$ cat src/rtl/uart_tx.sv
// uart_tx: serial transmitter. Each frame is a start bit, the data bits MSB-first,
// an optional even-parity bit and STOP_BITS stop bits. Words are loaded through
// a valid/ready handshake, and back-to-back frames are supported.
// Optional feature macro: UART_TX_PARITY_EN adds the even-parity bit after the data bits.
module uart_tx #(
  parameter int UART_DATA_WIDTH = 8,
  parameter int CLKS_PER_BIT    = 16,
  parameter int STOP_BITS       = 1
) (
  input  logic                       clk,
  input  logic                       n_rst,
  input  logic                       tx_valid,
  input  logic [UART_DATA_WIDTH-1:0] tx_data,
  output logic                       tx_ready,
  output logic                       tx,
  output logic                       tx_busy,
  output logic                       tx_done
);

  localparam int CW = (CLKS_PER_BIT > 1) ? $clog2(CLKS_PER_BIT) : 1;
  localparam int BW = $clog2(UART_DATA_WIDTH + 1);
  localparam logic [CW-1:0] BAUD_LAST = CW'(CLKS_PER_BIT - 1);
  localparam logic [BW-1:0] DATA_LAST = BW'(UART_DATA_WIDTH - 1);
  localparam logic [BW-1:0] STOP_LAST = BW'(STOP_BITS - 1);

  typedef enum logic [2:0] {
    S_IDLE,
    S_START,
    S_DATA,
    S_PARITY,
    S_STOP
  } state_t;

  state_t                     state_q, state_d;
  logic [CW-1:0]              baud_q, baud_d;
  logic [BW-1:0]              bit_q, bit_d;
  logic [UART_DATA_WIDTH-1:0] shift_q, shift_d;
  logic                       tx_d;
  logic                       baud_end;

`ifdef UART_TX_PARITY_EN
  logic parity_q;

  // Even parity of the accepted word, captured at handshake
  always_ff @(posedge clk or negedge n_rst) begin
    if (!n_rst) begin
      parity_q <= 1'b0;
    end else if (state_q == S_IDLE && tx_valid) begin
      parity_q <= ^tx_data;
    end
  end
`endif

  assign tx_ready = (state_q == S_IDLE);
  assign tx_busy  = (state_q != S_IDLE);
  assign baud_end = (baud_q == BAUD_LAST);

  // Next-state, counters, shifter and next line value
  always_comb begin
    state_d = state_q;
    baud_d  = baud_end ? '0 : baud_q + CW'(1);
    bit_d   = bit_q;
    shift_d = shift_q;
    tx_done = 1'b0;
    tx_d    = 1'b1;

    case (state_q)
      S_IDLE: begin
        baud_d = '0;
        bit_d  = '0;
        if (tx_valid) begin
          state_d = S_START;
          shift_d = tx_data;
        end
      end
      S_START: begin
        if (baud_end) begin
          state_d = S_DATA;
          bit_d   = '0;
        end
      end
      S_DATA: begin
        if (baud_end) begin
          shift_d = {shift_q[UART_DATA_WIDTH-2:0], 1'b0};
          if (bit_q == DATA_LAST) begin
            bit_d = '0;
`ifdef UART_TX_PARITY_EN
            state_d = S_PARITY;
`else
            state_d = S_STOP;
`endif
          end else begin
            bit_d = bit_q + BW'(1);
          end
        end
      end
`ifdef UART_TX_PARITY_EN
      S_PARITY: begin
        if (baud_end) begin
          state_d = S_STOP;
          bit_d   = '0;
        end
      end
`endif
      S_STOP: begin
        if (baud_end) begin
          if (bit_q == STOP_LAST) begin
            state_d = S_IDLE;
            bit_d   = '0;
            tx_done = 1'b1;
          end else begin
            bit_d = bit_q + BW'(1);
          end
        end
      end
      default: begin
        state_d = S_IDLE;
        baud_d  = '0;
        bit_d   = '0;
      end
    endcase

    // Line value follows the state being entered so tx changes with the state flop
    case (state_d)
      S_START:  tx_d = 1'b0;
      S_DATA:   tx_d = shift_d[UART_DATA_WIDTH-1];
`ifdef UART_TX_PARITY_EN
      S_PARITY: tx_d = parity_q;
`endif
      default:  tx_d = 1'b1;
    endcase
  end

  // State, counters, shifter and registered line output
  always_ff @(posedge clk or negedge n_rst) begin
    if (!n_rst) begin
      state_q <= S_IDLE;
      baud_q  <= '0;
      bit_q   <= '0;
      shift_q <= '0;
      tx      <= 1'b1;
    end else begin
      state_q <= state_d;
      baud_q  <= baud_d;
      bit_q   <= bit_d;
      shift_q <= shift_d;
      tx      <= tx_d;
    end
  end

endmodule

$ cat config.mk
export PLATFORM = sky130hd
export DESIGN_NAME = uart_tx
export DESIGN_NICKNAME = d
export VERILOG_FILES = /design/src/rtl/uart_tx.sv
export SDC_FILE = /design/constraint.sdc
export NUM_CORES = 1
export LEC_CHECK = 0
export ABC_AREA = 0
export CAP_MARGIN = 5
export CORE_UTILIZATION = 53
export DETAILED_ROUTE_END_ITERATION = 10
export PLACE_DENSITY_LB_ADDON = 0.05
export RECOVER_POWER = 50
export SETUP_SLACK_MARGIN = 0.02
export SYNTH_ARGS = -nofsm -noshare
export SYNTH_HDL_FRONTEND = slang
export SYNTH_SLANG_ARGS = --single-unit
$ cat constraint.sdc
create_clock -name clk -period 2.04 [get_ports clk]
set_input_delay 0.204 -clock clk [delete_from_list [all_inputs] [get_ports clk]]
set_output_delay 0.204 -clock clk [all_outputs]
set_load 0.03 [all_outputs]
==> After elaboration in Yosys (flattened, before gate mapping) <==
Index checks and enable logic that the tools add are counted.
{ "totals": {"reg_bits": 20, "input_bits": 11, "output_inout_bits": 4, "elab_cells": 48} }
{ "op_classes": {"n_addsub": 2, "eq_ne": 11, "muxes": 22, "reduce_logical": 7} }
{ "op_table": {"columns": ["op", "count"], "rows": [
  ["two-way mux 4 bit", 7],
  ["two-way mux 3 bit", 6],
  ["two-way mux 8 bit", 2],
  ["one-hot mux 8 bit (2 select lines)", 1],
  ["one-hot mux 3 bit (4 select lines)", 1],
  ["one-hot mux 4 bit (3 select lines)", 1],
  ["adder 4 x 1 -> 4 bit (second input constant)", 2],
  ["inequality test 2 bit (second input constant)", 4],
  ["== test 3 x 1 -> 1 bit (second input constant)", 2],
  ["== test 3 x 2 -> 1 bit (second input constant)", 2],
  ["AND reduction 3 bit", 2],
  ["== test 4 x 3 -> 1 bit (second input constant)", 1],
  ["== test 4 bit (second input constant)", 1],
  ["logical NOT 4 bit", 1],
  ["== test 3 bit (second input constant)", 1],
  ["logical NOT 3 bit", 1],
  ["two-way mux 1 bit", 3],
  ["nonzero test 3 bit", 1],
  ["OR reduction 3 bit", 1],
  ["one-hot mux 1 bit (2 select lines)", 1],
  ["nonzero test 2 bit", 1]
]} }

==> Depth between registers and ports, before layout <==
Gate-level depths: netlist of the first run.
{ "depth": {"depth_word": 6, "mapped_depth": 6, "mapped_depth_nobuf": 6} }

==> Least setup slack after synthesis of the first run <==
Ideal clock, no wire load.
{ "synth_path": {"kind": "register to output", "start": "reg state_q[0]", "end": "out tx_busy", "t_arrival_ps": 1709, "t_required_ps": 1836, "path_slack_ps": 127, "path_stages_with_launch": 4, "path_buffers": 1, "cell_sequence": "dfrtp_1 -> buf_4 -> nor3_1 -> inv_1"} }
{ "synth_via": {"elab_chain_cells": 1} }
{ "synth_lines": {"columns": ["item", "line", "rtl"], "rows": [
  ["from (decl)", "34", "state_t state_q, state_d;"],
  ["from (signal assigned)", "143", "state_q <= state_d;"],
  ["nonzero test 3 bit", "55", "assign tx_busy = (state_q != S_IDLE);"],
  ["to (decl)", "16", "output logic tx_busy,"]
]} }
No other way between the ends.

==> Worst setup path in the final report of the first run <==
{ "layout_path": {"start": "reg state_q[0]", "end": "out tx_done"} }
{ "layout_via": {"elab_chain_cells": 2} }
{ "layout_lines": {"columns": ["item", "line", "rtl"], "rows": [
  ["== test 3 bit", "67", "case (state_q)"],
  ["two-way mux 1 bit", "67", null],
  ["to (decl)", "17", "output logic tx_done"]
]} }
No other way between the ends.

==> flow_metrics.py, run 1 <==
metrics = {
    "outcome": {
        "outcome": "completed",
    },
    "synth": {
        "ys_seq_area_share_pct": 45.88,
        "synth_edf_count": 0,
        "avgSynthCellArea_sq_um": 10.41,
        "synth_area_leader_cell": "dfrtp_1",
        "ys_async_sr_fraction_pct": 100.0,
        "yosys_register_bits": 20,
        "synthTopCellsByArea": "dfrtp_1, a22oi_1, nand2_1, ha_1, dfstp_2",
        "netlist.area_leader.share_pct": 43.48,
        "synth-main-ff-cell": "dfrtp_1",
        "synth_nets": 119,
        "synth-warning-count": 0,
        "synth_area_sq_um": 1094,
        "netlist-cell-type-count": 40,
        "syn_inst": 105,
    },
    "sta": {
        "period_needed_ps": 1937,
        "setup_tns_ps": 0,
        "fin_hold_ws_ps": 284.0,
        "setup_viol": 0,
        "slew_viol_final": 0,
        "fmax_ghz": 0.5162,
        "hold_viol_final": 0,
        "skew_ps": 9.778,
        "rsz0062_at_grt": "false",
        "relSlewSlack_pct": 60.82,
        "worstMarginPinSlew_ps": 587.6,
        "setup_ws_ps": 102.7,
        "min_period_over_period_pct": 94.97,
    },
    "placement": {
        "dp_slack_ps": 357.5,
        "dp_cells": 147,
        "io_buffers": 14,
        "place_area_sq_um": 1272,
        "hpwl_um": 1572,
        "place_congestion": 0.8483,
    },
    "worst_setup_path": {
        "worst-setup-path-type": "flip-flop to output pin",
        "worst-path-max-fanout": 11,
        "crit_start": "state_q[0]",
        "arrival_ps": 1730,
        "timing.rr.end": "bit_q[2]",
        "ff2ff_path_depth": 5,
        "setup.worst_path.end": "tx_done",
        "r2r_slack_ps": 340,
        "endpoint_kind": "output pin",
        "r2r_start": "baud_q[0]",
        "cp.required_ps": 1840,
        "startpoint_type": "flip-flop",
    },
    "floorplan": {
        "start_util_pct": 56.31,
        "rows": 16,
        "num_io_pins": 15,
        "die_width_um": 47.43,
        "fp.coreArea_sq_um": 1942,
        "dieArea_sq_um": 2249,
        "die_h_um": 47.43,
    },
    "power": {
        "p_leak_nw": 0.5840,
        "finalPower_mw": 1.372,
        "p_per_area_nw_per_um2": 1055,
        "irDropWorstVdd_mv": 0.7407,
    },
    "clock_tree": {
        "clock-sinks": 20,
        "cts_hold_buffers": 0,
        "cts_tree": "yes",
        "cts_made_buffers": 3,
        "cts_buffer_depth": 2,
        "worstSkewPairLatency_ps": 290,
        "clk_pin_slew_ps": 120,
        "post_cts_buffers": 0,
        "clockRootBuffer": "clkbuf_4",
        "h-tree-depth": 1,
    },
    "global_routing": {
        "grt_pass1_vias": 750,
        "grt-ovfl-total": 0,
        "grt_max_degree": 14,
        "grt_first_pass_wirelength_um": 3394,
        "antenna_found_initial": 0,
        "grtUsageTotal_pct": 21.81,
    },
    "detailed_routing": {
        "dr_total_vias": 858,
        "avgRoutedWirePerCell_um": 13.93,
        "vias_per_cell": 5.682,
        "drt-initial-drc-count": 19,
        "drcViolationCount": 0,
        "first_pass_iters": 4,
        "drt_wl_total_um": 2104,
        "postRouteAntennaNets": 0,
    },
    "finish": {
        "final_cell_mix": "dfrtp_1, nand2_1, clkdlybuf4s50_1",
        "diodes": 0,
        "utilization_pct": 67.01,
        "instances_no_fill": 151,
        "drive_above_1_share_pct": 15.32,
        "area_delta_synth_final_pct": 18.99,
        "fin_area_sq_um": 1301,
        "final_common_cell": "dfrtp_1",
        "nets": 139,
    },
    "min_path": {
        "min_path_type": "input pin to async pin",
    },
    "run": {
        "maxCapViolations": 0,
    },
}
## cell usage after synthesis, drive strengths merged, types with 2 or more instances
| cell | n |
|---|---|
| dfrtp | 19 |
| nand2 | 14 |
| nor2 | 8 |
| a22oi | 7 |
| inv | 6 |
| a21oi | 5 |
| nand3 | 4 |
| buf | 3 |
| ha | 3 |
| o21ai | 3 |
| a211o | 2 |
| a22o | 2 |
| nand2b | 2 |
| nor2b | 2 |
| nor3 | 2 |
| o21a | 2 |
| or3b | 2 |
| xnor2 | 2 |
## flip-flops by register name, summed over array words and instances (netlist names)
| register | flops |
|---|---|
| state_q | 3 |
| shift_q | 8 |
| bit_q | 4 |
| baud_q | 4 |
| tx | 1 |
## report_power, final
part	switching [mW]	internal (mW)	leakage (nW)	total (mW)
Combinational	0.291	0.242	0.321	0.533
Sequential	0.115	0.532	0.248	0.646
Clock	0.117	0.0759	0.0150	0.192
Total	0.523	0.850	0.584	1.37
## worst min path at each step
stage / from / end / cells after the start
after floorplan: n_rst / baud_q[0] / 0
after global placement: baud_q[0] / baud_q[0] / 1
after detailed placement: shift_q[3] / shift_q[3] / 2
after CTS: n_rst / bit_q[3] / 1
after global routing: n_rst / bit_q[3] / 1
final: n_rst / bit_q[3] / 1
## per-layer routing
| layer | GRT usage [%] | wire (um) | part of all wire [%] | vias up |
|---|---|---|---|---|
| met5 | 0 | 0 | 0 | - |
| met4 | 5.714 | 9 | 0.43 | 0 |
| met3 | 4.151 | 50 | 2.4 | 2 |
| met2 | 32.33 | 994 | 47 | 13 |
| met1 | 32.92 | 1049 | 50 | 422 |
| li1 | - | - | - | 421 |
## critical path: stages, from the launching register on
cell	delay, ps
dfrtp_1	520
or3_1	490
nor3_1	240
buf_4	200
## logic make-up after synthesis
group,synth area share [%]
buffers and inverters,4.119
adders and majority gates,3.433
xor gates and xnor gates,2.403
and+or+nand+nor,22.88
muxes,0.9154
AOI/OAI and AO/OA,20.36
DFF,45.88
## cell type report
type | count | area (sq um)
sequential | 20 | 503.0
timing repair buffer | 18 | 168.9
inverter | 6 | 22.52
clock buffer | 4 | 26.28
multi-input combinational | 76 | 546.8
tap | 27 | 33.78
fill | 167 | 640.6
## what timing repair did
item	4_1_cts	5_1_grt
setup endpoints to repair	0	2
endpoints found under the hold margin	0	0
gates resized for setup	0	3
No activity file was read; power rests on OpenSTA's default activity.
==> run 2: changes to the inputs <==
--- a/config.mk
+++ b/config.mk
@@ -6,7 +6,7 @@
 export NUM_CORES = 1
 export LEC_CHECK = 0
 export ABC_AREA = 0
-export CAP_MARGIN = 5
+export CAP_MARGIN = 40
 export CORE_UTILIZATION = 53
 export DETAILED_ROUTE_END_ITERATION = 10
 export PLACE_DENSITY_LB_ADDON = 0.05
==> results of run 2 <==
Same layout as run 1: the final DEF is identical, and so are final timing and power.
